===== src/rtl/mul_share_ctrl.sv =====
// mul_share_ctrl: shift-add multiply sequencer that shares one PW-bit adder
// between two requesters under round-robin arbitration.
// Ports:
//   clk, rst_n                      clock, asynchronous active-low reset
//   req0_valid/req0_a/req0_b        requester 0 operands; req0_ready (comb) accepts
//   req1_valid/req1_a/req1_b        requester 1 operands; req1_ready (comb) accepts
//   res_valid/res_id/res_prod       registered product, held until res_ready
//   res_ready                       consumer takes the product
//   busy                            high while a multiply is in CALC or DONE
module mul_share_ctrl #(
    parameter int unsigned AW = 8,
    parameter int unsigned BW = 4,
    parameter int unsigned PW = 16
) (
    input  logic          clk,
    input  logic          rst_n,
    input  logic          req0_valid,
    input  logic [AW-1:0] req0_a,
    input  logic [BW-1:0] req0_b,
    output logic          req0_ready,
    input  logic          req1_valid,
    input  logic [AW-1:0] req1_a,
    input  logic [BW-1:0] req1_b,
    output logic          req1_ready,
    output logic          res_valid,
    output logic          res_id,
    output logic [PW-1:0] res_prod,
    input  logic          res_ready,
    output logic          busy
);

    localparam int unsigned SW = (BW > 1) ? $clog2(BW) : 1;

    typedef enum logic [1:0] {
        ST_IDLE = 2'd0,
        ST_CALC = 2'd1,
        ST_DONE = 2'd2
    } state_t;

    state_t        r_state, w_state_nxt;
    logic [PW-1:0] r_acc, w_acc_nxt;
    logic [PW-1:0] r_sa, w_sa_nxt;
    logic [BW-1:0] r_b, w_b_nxt;
    logic [SW-1:0] r_step, w_step_nxt;
    logic          r_id, w_id_nxt;
    logic          r_last, w_last_nxt;
    logic          r_res_valid, w_res_valid_nxt;
    logic          r_res_id, w_res_id_nxt;
    logic [PW-1:0] r_res_prod, w_res_prod_nxt;

    logic          w_gnt0, w_gnt1;
    logic [PW-1:0] w_acc_add;

    // Round-robin: under contention the requester not granted last time wins.
    assign w_gnt0 = req0_valid && (!req1_valid || r_last);
    assign w_gnt1 = req1_valid && (!req0_valid || !r_last);

    assign req0_ready = (r_state == ST_IDLE) && w_gnt0;
    assign req1_ready = (r_state == ST_IDLE) && w_gnt1;

    // Multiplier bits are consumed LSB-first by shifting r_b right each step.
    assign w_acc_add = r_acc + (r_b[0] ? r_sa : '0);

    assign res_valid = r_res_valid;
    assign res_id    = r_res_id;
    assign res_prod  = r_res_prod;
    assign busy      = (r_state != ST_IDLE);

    // Next-state and datapath update.
    always_comb begin
        w_state_nxt     = r_state;
        w_acc_nxt       = r_acc;
        w_sa_nxt        = r_sa;
        w_b_nxt         = r_b;
        w_step_nxt      = r_step;
        w_id_nxt        = r_id;
        w_last_nxt      = r_last;
        w_res_valid_nxt = r_res_valid;
        w_res_id_nxt    = r_res_id;
        w_res_prod_nxt  = r_res_prod;

        case (r_state)
            ST_IDLE: begin
                if (w_gnt0 || w_gnt1) begin
                    w_sa_nxt    = w_gnt1 ? PW'(req1_a) : PW'(req0_a);
                    w_b_nxt     = w_gnt1 ? req1_b : req0_b;
                    w_acc_nxt   = '0;
                    w_id_nxt    = w_gnt1;
                    w_last_nxt  = w_gnt1;
                    w_step_nxt  = '0;
                    w_state_nxt = ST_CALC;
                end
            end
            ST_CALC: begin
                w_acc_nxt  = w_acc_add;
                w_sa_nxt   = r_sa << 1;
                w_b_nxt    = r_b >> 1;
                w_step_nxt = r_step + SW'(1);
                if (r_step == SW'(BW - 1)) begin
                    w_res_prod_nxt  = w_acc_add;
                    w_res_id_nxt    = r_id;
                    w_res_valid_nxt = 1'b1;
                    w_state_nxt     = ST_DONE;
                end
            end
            ST_DONE: begin
                if (r_res_valid && res_ready) begin
                    w_res_valid_nxt = 1'b0;
                    w_state_nxt     = ST_IDLE;
                end
            end
            default: begin
                w_res_valid_nxt = 1'b0;
                w_state_nxt     = ST_IDLE;
            end
        endcase
    end

    // State and datapath registers.
    always_ff @(posedge clk or negedge rst_n) begin
        if (!rst_n) begin
            r_state     <= ST_IDLE;
            r_acc       <= '0;
            r_sa        <= '0;
            r_b         <= '0;
            r_step      <= '0;
            r_id        <= 1'b0;
            r_last      <= 1'b1;
            r_res_valid <= 1'b0;
            r_res_id    <= 1'b0;
            r_res_prod  <= '0;
        end else begin
            r_state     <= w_state_nxt;
            r_acc       <= w_acc_nxt;
            r_sa        <= w_sa_nxt;
            r_b         <= w_b_nxt;
            r_step      <= w_step_nxt;
            r_id        <= w_id_nxt;
            r_last      <= w_last_nxt;
            r_res_valid <= w_res_valid_nxt;
            r_res_id    <= w_res_id_nxt;
            r_res_prod  <= w_res_prod_nxt;
        end
    end

endmodule


===== config.mk =====
export PLATFORM = sky130hd
export DESIGN_NAME = mul_share_ctrl
export DESIGN_NICKNAME = d
export VERILOG_FILES = /design/src/rtl/mul_share_ctrl.sv
export SDC_FILE = /design/constraint.sdc
export NUM_CORES = 1
export LEC_CHECK = 0
export BUFFER_PORTS_ARGS = -buffer_cell sky130_fd_sc_hd__buf_2
export CORE_MARGIN = 10
export CORE_UTILIZATION = 62
export DETAILED_ROUTE_END_ITERATION = 7
export PLACE_DENSITY = 0.84
export SLEW_MARGIN = 40
export SYNTH_ARGS = -nofsm -noshare
export SYNTH_HDL_FRONTEND = slang
export SYNTH_SLANG_ARGS = --single-unit
export TNS_END_PERCENT = 20

===== constraint.sdc =====
create_clock -name clk -period 5.7 [get_ports clk]
set_input_delay 0.285 -clock clk [delete_from_list [all_inputs] [get_ports clk]]
set_output_delay 0.285 -clock clk [all_outputs]
set_load 0.02 [all_outputs]

## Yosys cells after proc, flatten, opt, wreduce, memory -nomap -nowiden

Cells that the tools add are included.

- Logic and storage cells: 56
- Flip-flop bits (word level): 60
- Input port bits: 29

- Add/sub/neg operators: 2
- Equality and inequality tests: 6
- Mux-type cells: 18
- Reductions and logical operators: 19
- Bitwise operators: 1

Operators by type and width:

| kind | number |
|---|---|
| one-hot mux 16 bit (2 select lines) | 2 |
| two-way mux 16 bit | 3 |
| adder 16 bit | 1 |
| two-way mux 2 bit | 4 |
| two-way mux 4 bit | 2 |
| two-way mux 8 bit | 1 |
| one-hot mux 4 bit (2 select lines) | 1 |
| one-hot mux 2 bit (3 select lines) | 1 |
| AND reduction 2 bit | 3 |
| AND reduction 3 bit | 2 |
| logical AND 1 bit | 5 |
| equality test 2 bit (second input constant) | 2 |
| inequality test 2 bit (second input constant) | 2 |
| one-hot mux 2 bit (2 select lines) | 1 |
| nonzero test 2 bit | 2 |
| zero test 1 bit | 3 |
| logical OR 1 bit | 3 |
| one-hot mux 1 bit (3 select lines) | 1 |
| adder 2 x 1 -> 2 bit (second input constant) | 1 |
| equality test 2 x 1 -> 1 bit (second input constant) | 1 |
| zero test 2 bit | 1 |
| two-way mux 1 bit | 2 |
| inequality test 2 x 1 -> 1 bit (second input constant) | 1 |
| inverter 1 bit | 1 |

## Logic depth before layout (Yosys ltp)

- Word-level depth: 6
- Mapped depth: 9
- Gate-level depth less buffers: 8

## Worst setup path after synthesis

OpenSTA, ideal clock, no wires.

- Path type: flip-flop to flip-flop
- From: reg r_b[0]
- To: reg r_res_prod[10] (netlist: res_prod[10])
- Setup time: 0.125 ns
- Data arrival time: 2.414 ns
- Setup slack: 3.162 ns
- Required time: 5.575 ns
- Stages on the path, launching flop included: 10
- Path buffers: 1
- Cell sequence: dfrtp_1 -> clkbuf_1 -> and2_1 -> ha_1 -> fa_1 -> a21o_1 -> a311o_1 -> a31oi_1 -> xnor2_1 -> mux2_2

- Word-level cells in the longest chain between the ends: 2

Ends and longest elaborated chain:

| element | RTL line | source |
|---|---|---|
| start: declaration | 43 | `logic [BW-1:0] r_b, w_b_nxt;` |
| start signal: assignment | 136 | `r_b <= w_b_nxt;` |
| two-way mux 16 bit | 62 | `assign w_acc_add = r_acc + (r_b[0] ? r_sa : '0);` |
| adder 16 bit | 62 |  |
| end signal: assignment | 142 | `r_res_prod <= w_res_prod_nxt;` |
| end: declaration | 49 | `logic [PW-1:0] r_res_prod, w_res_prod_nxt;` |

Every way passes these cells.
A chain may end at the register's enable or synchronous reset.

## Worst setup path after layout

Ends and elaborated chain as after synthesis.

==> impl_metrics.ini <==
[outcome]
outcome = completed

[critical_path]
worst_ep_required_time_ns = 5.93
setup.worst_path.end_class = flip-flop
cp_top_family = compound AO/OA/AOI/OAI gates
crit_path_cell_trace = and2_1, ha_1, fa_1, a21o_1, a311o_1, a31oi_1, xnor2_1, mux2_2
cp-start-kind = flip-flop
crit_type = reg2reg
max_stage_delay_ns = 0.51
slowest_stage = dfrtp_1
crit_fanout = 17
critPathArrivalTime_ns = 3.00
path_buf_inv = 0

[clock_tree]
htreeDepth = 3
cts_tree = done
clockBufferDepth = 2
post_cts_buffers = 0
clk_latency_ns = 0.34
cts_hold_buf = 0
clk_pin_slew_ns = 0.07
clock_sinks = 60
cts_buffers = 9
cts-root-buf = clkbuf_8
cts_resized = 0

[sta]
finClkSkew_ns = 0.00625
fin_crit_ns = 2.77
finalCritPeriodShare_pct = 48.6
worst_pin_slew_ns = 0.734
tns_ns = 0
holdWs_ns = 0.0794
timing.fmax_mhz = 361
rsz0062_at_grt = no
hold_viol_final = 0
setup-violations-final = 0
slew-limit-headroom_pct = 51.0
report.final.slew_viol_count = 0

[pwr]
total_power_mw = 2.05
vdd_drop_max_uv = 331
power_density_mw_per_mm2 = 522
leakagePower_nw = 1.92

[yosys]
ys_seq_elements = 60
async_flop_share_pct = 100
synthAdderAreaFrac_pct = 6.44
synth_edf_count = 0
synthesis.nets = 394
muxShareOfSynthArea_pct = 3.55
ys.flop_type = dfrtp_1
synthCells = 348
synth_compound_area_share_pct = 24.5
synth.cell_area_mm2 = 0.00342
seq_area_frac_synth_pct = 44.0
synth_xor_area_share_pct = 2.31
syn_avg_cell_area_um2 = 9.82
yosys_warnings = 0
yosys.area_share.simple_pct = 16.5
ys_types = 56
synth_top_family_by_area = compound AO/OA/AOI/OAI gates

[finish]
fin_nets = 438
antenna_cells = 0
fin_area_mm2 = 0.00393
area_growth_pct = 14.9
drive_gt1_share_pct = 22.7
layoutNonFillerInstCount = 467

[global_route]
grt_overflow = 0
grt_max_degree = 61
track_usage_pct = 18.9
grt_antenna_before_repair = 0
grt_pass1_wl_mm = 13.4
grt_pass1_vias = 2768

[placement]
io_buffer_count = 49
place_area_mm2 = 0.00369
dp_hpwl_mm = 5.68
place_inst = 451
gp_congestion = 0.891

[drt]
vias_per_cell = 6.01
antenna_left = 0
wirelength_mm = 7.89
drt-pass1-iter-count = 4
drc = 0
drt_iter0_drc = 221
wl_per_cell_um = 16.9
vias = 2806

[worst_hold_path]
hold_class = in2async

[floorplanning]
rows = 26
coreArea_mm2 = 0.00524
chipHeight_um = 94.2
start_util_pct = 65.2
die_area_mm2 = 0.00888
io_pins = 50
dieWidth_um = 94.2

[job]
drv_cap = 0
[layout by cell type, fill, tap and decap left out, types with 3 or more instances in the layout]
| cell type | synthesis | final |
|---|---|---|
| nand3b_1 | 3 | 3 |
| a21oi_1 | 23 | 23 |
| ha_1 | 16 | 16 |
| mux2_2 | 9 | 9 |
| buf_2 | 9 | 49 |
| xnor2_1 | 6 | 6 |
| clkbuf_8 | 0 | 12 |
| o21ai_0 | 26 | 26 |
| o21bai_1 | 3 | 3 |
| nand2_1 | 43 | 43 |
| inv_1 | 3 | 3 |
| nor3_1 | 3 | 3 |
| dfrtp_1 | 59 | 59 |
| a211o_1 | 4 | 4 |
| nand3_1 | 7 | 7 |
| a211oi_1 | 11 | 11 |
| nand4_1 | 4 | 4 |
| a22o_1 | 19 | 19 |
| nor2_1 | 11 | 11 |
| nor2b_1 | 11 | 10 |
| buf_4 | 0 | 3 |
| xor2_1 | 3 | 3 |
| and2_1 | 18 | 19 |
| a21o_1 | 6 | 6 |
[registers in the layout, indices dropped and copies added (netlist names)]
register,count
res_id,1
r_state,2
res_valid,1
r_step,2
r_sa,16
r_last,1
res_prod,16
r_id,1
r_b,4
r_acc,16
[metal layers]
metal / vias up / global-route usage, % / wire length [um]
met3: 15 / 6.63 / 530
li1: 1368 / - / -
met2: 107 / 27.7 / 3510
met4: 0 / 6.20 / 127
met5: - / 0 / 0
met1: 1316 / 25.2 / 3720
[Yosys cell counts, types with 2 or more instances]
cell type  number  area share, %
buf_1           4           0.44
a211oi_1       11            2.4
or3_1           2           0.37
o21bai_1        3           0.66
a22o_1         19            4.9
mux2i_1         2           0.59
clkbuf_1        6           0.66
xnor2_1         6            1.5
buf_2           9            1.3
inv_1           3           0.33
nand2_1        43            4.7
a21oi_1        23            3.4
nor2b_1        11            2.0
a21o_1          6            1.3
and2_1         18            3.3
o31ai_1         2           0.44
nor2_1         11            1.2
nand4_1         4           0.73
nor3_1          3           0.44
ha_1           16            5.9
o2111ai_1       2           0.51
a31o_2          2           0.51
xor2_1          3           0.77
a211o_1         4            1.0
a32o_1          2           0.59
dfrtp_1        59             43
nand3_1         7            1.0
a21boi_0        2           0.44
a22oi_1         2           0.44
mux2_2          9            3.0
nand3b_1        3           0.66
o21ai_0        26            3.8
nand2b_1        2           0.37
[kinds of logic after synthesis]
| family | count (synthesis) |
|---|---|
| buf+inv | 22 |
| simple gates | 111 |
| compound gates | 118 |
| fa+ha+maj | 17 |
| flops | 60 |
| mux | 11 |
| xor+xnor | 9 |
[path summary, 6_finish.rpt]
kind	to	slack, ns	depth (start not counted)	start
worst max-delay path	res_prod[10]	2.93	8	r_b[0]
worst min-delay path	res_valid	0.08	2	rst_n
worst max register to register	res_prod[10]	2.93	8	r_b[0]
worst min register to register	res_id	0.47	2	res_id
max in group asynchronous	r_sa[13]	5.14	2	rst_n
min in group clk	r_state[1]	0.22	4	res_ready
[report_power, final]
group	internal, mW	switching (mW)	total [mW]
sequential	0.597	0.123	0.720
clock	0.280	0.163	0.443
combinational	0.341	0.547	0.888
[area by class of cell]
class                   instances  area (um^2)
fillers                       370         1310
clock inverters                 4         70.1
clock buffers                  12          165
well taps                      70         87.6
flip-flops and latches         60         1500
multi-input cells             266         1820
repair buffers                 52          268
inverters                       3         11.3
[per-stage QoR]
stage | util (%) | worst slack, ns
after floorplan | - | 3.16
after global placement | 70.5 | 3.10
after detailed placement | 70.5 | 2.94
after CTS | 75.0 | 2.92
after global routing | 75.0 | 2.80
final | 75.0 | 2.93
Power figures use the tool's default switching activity.
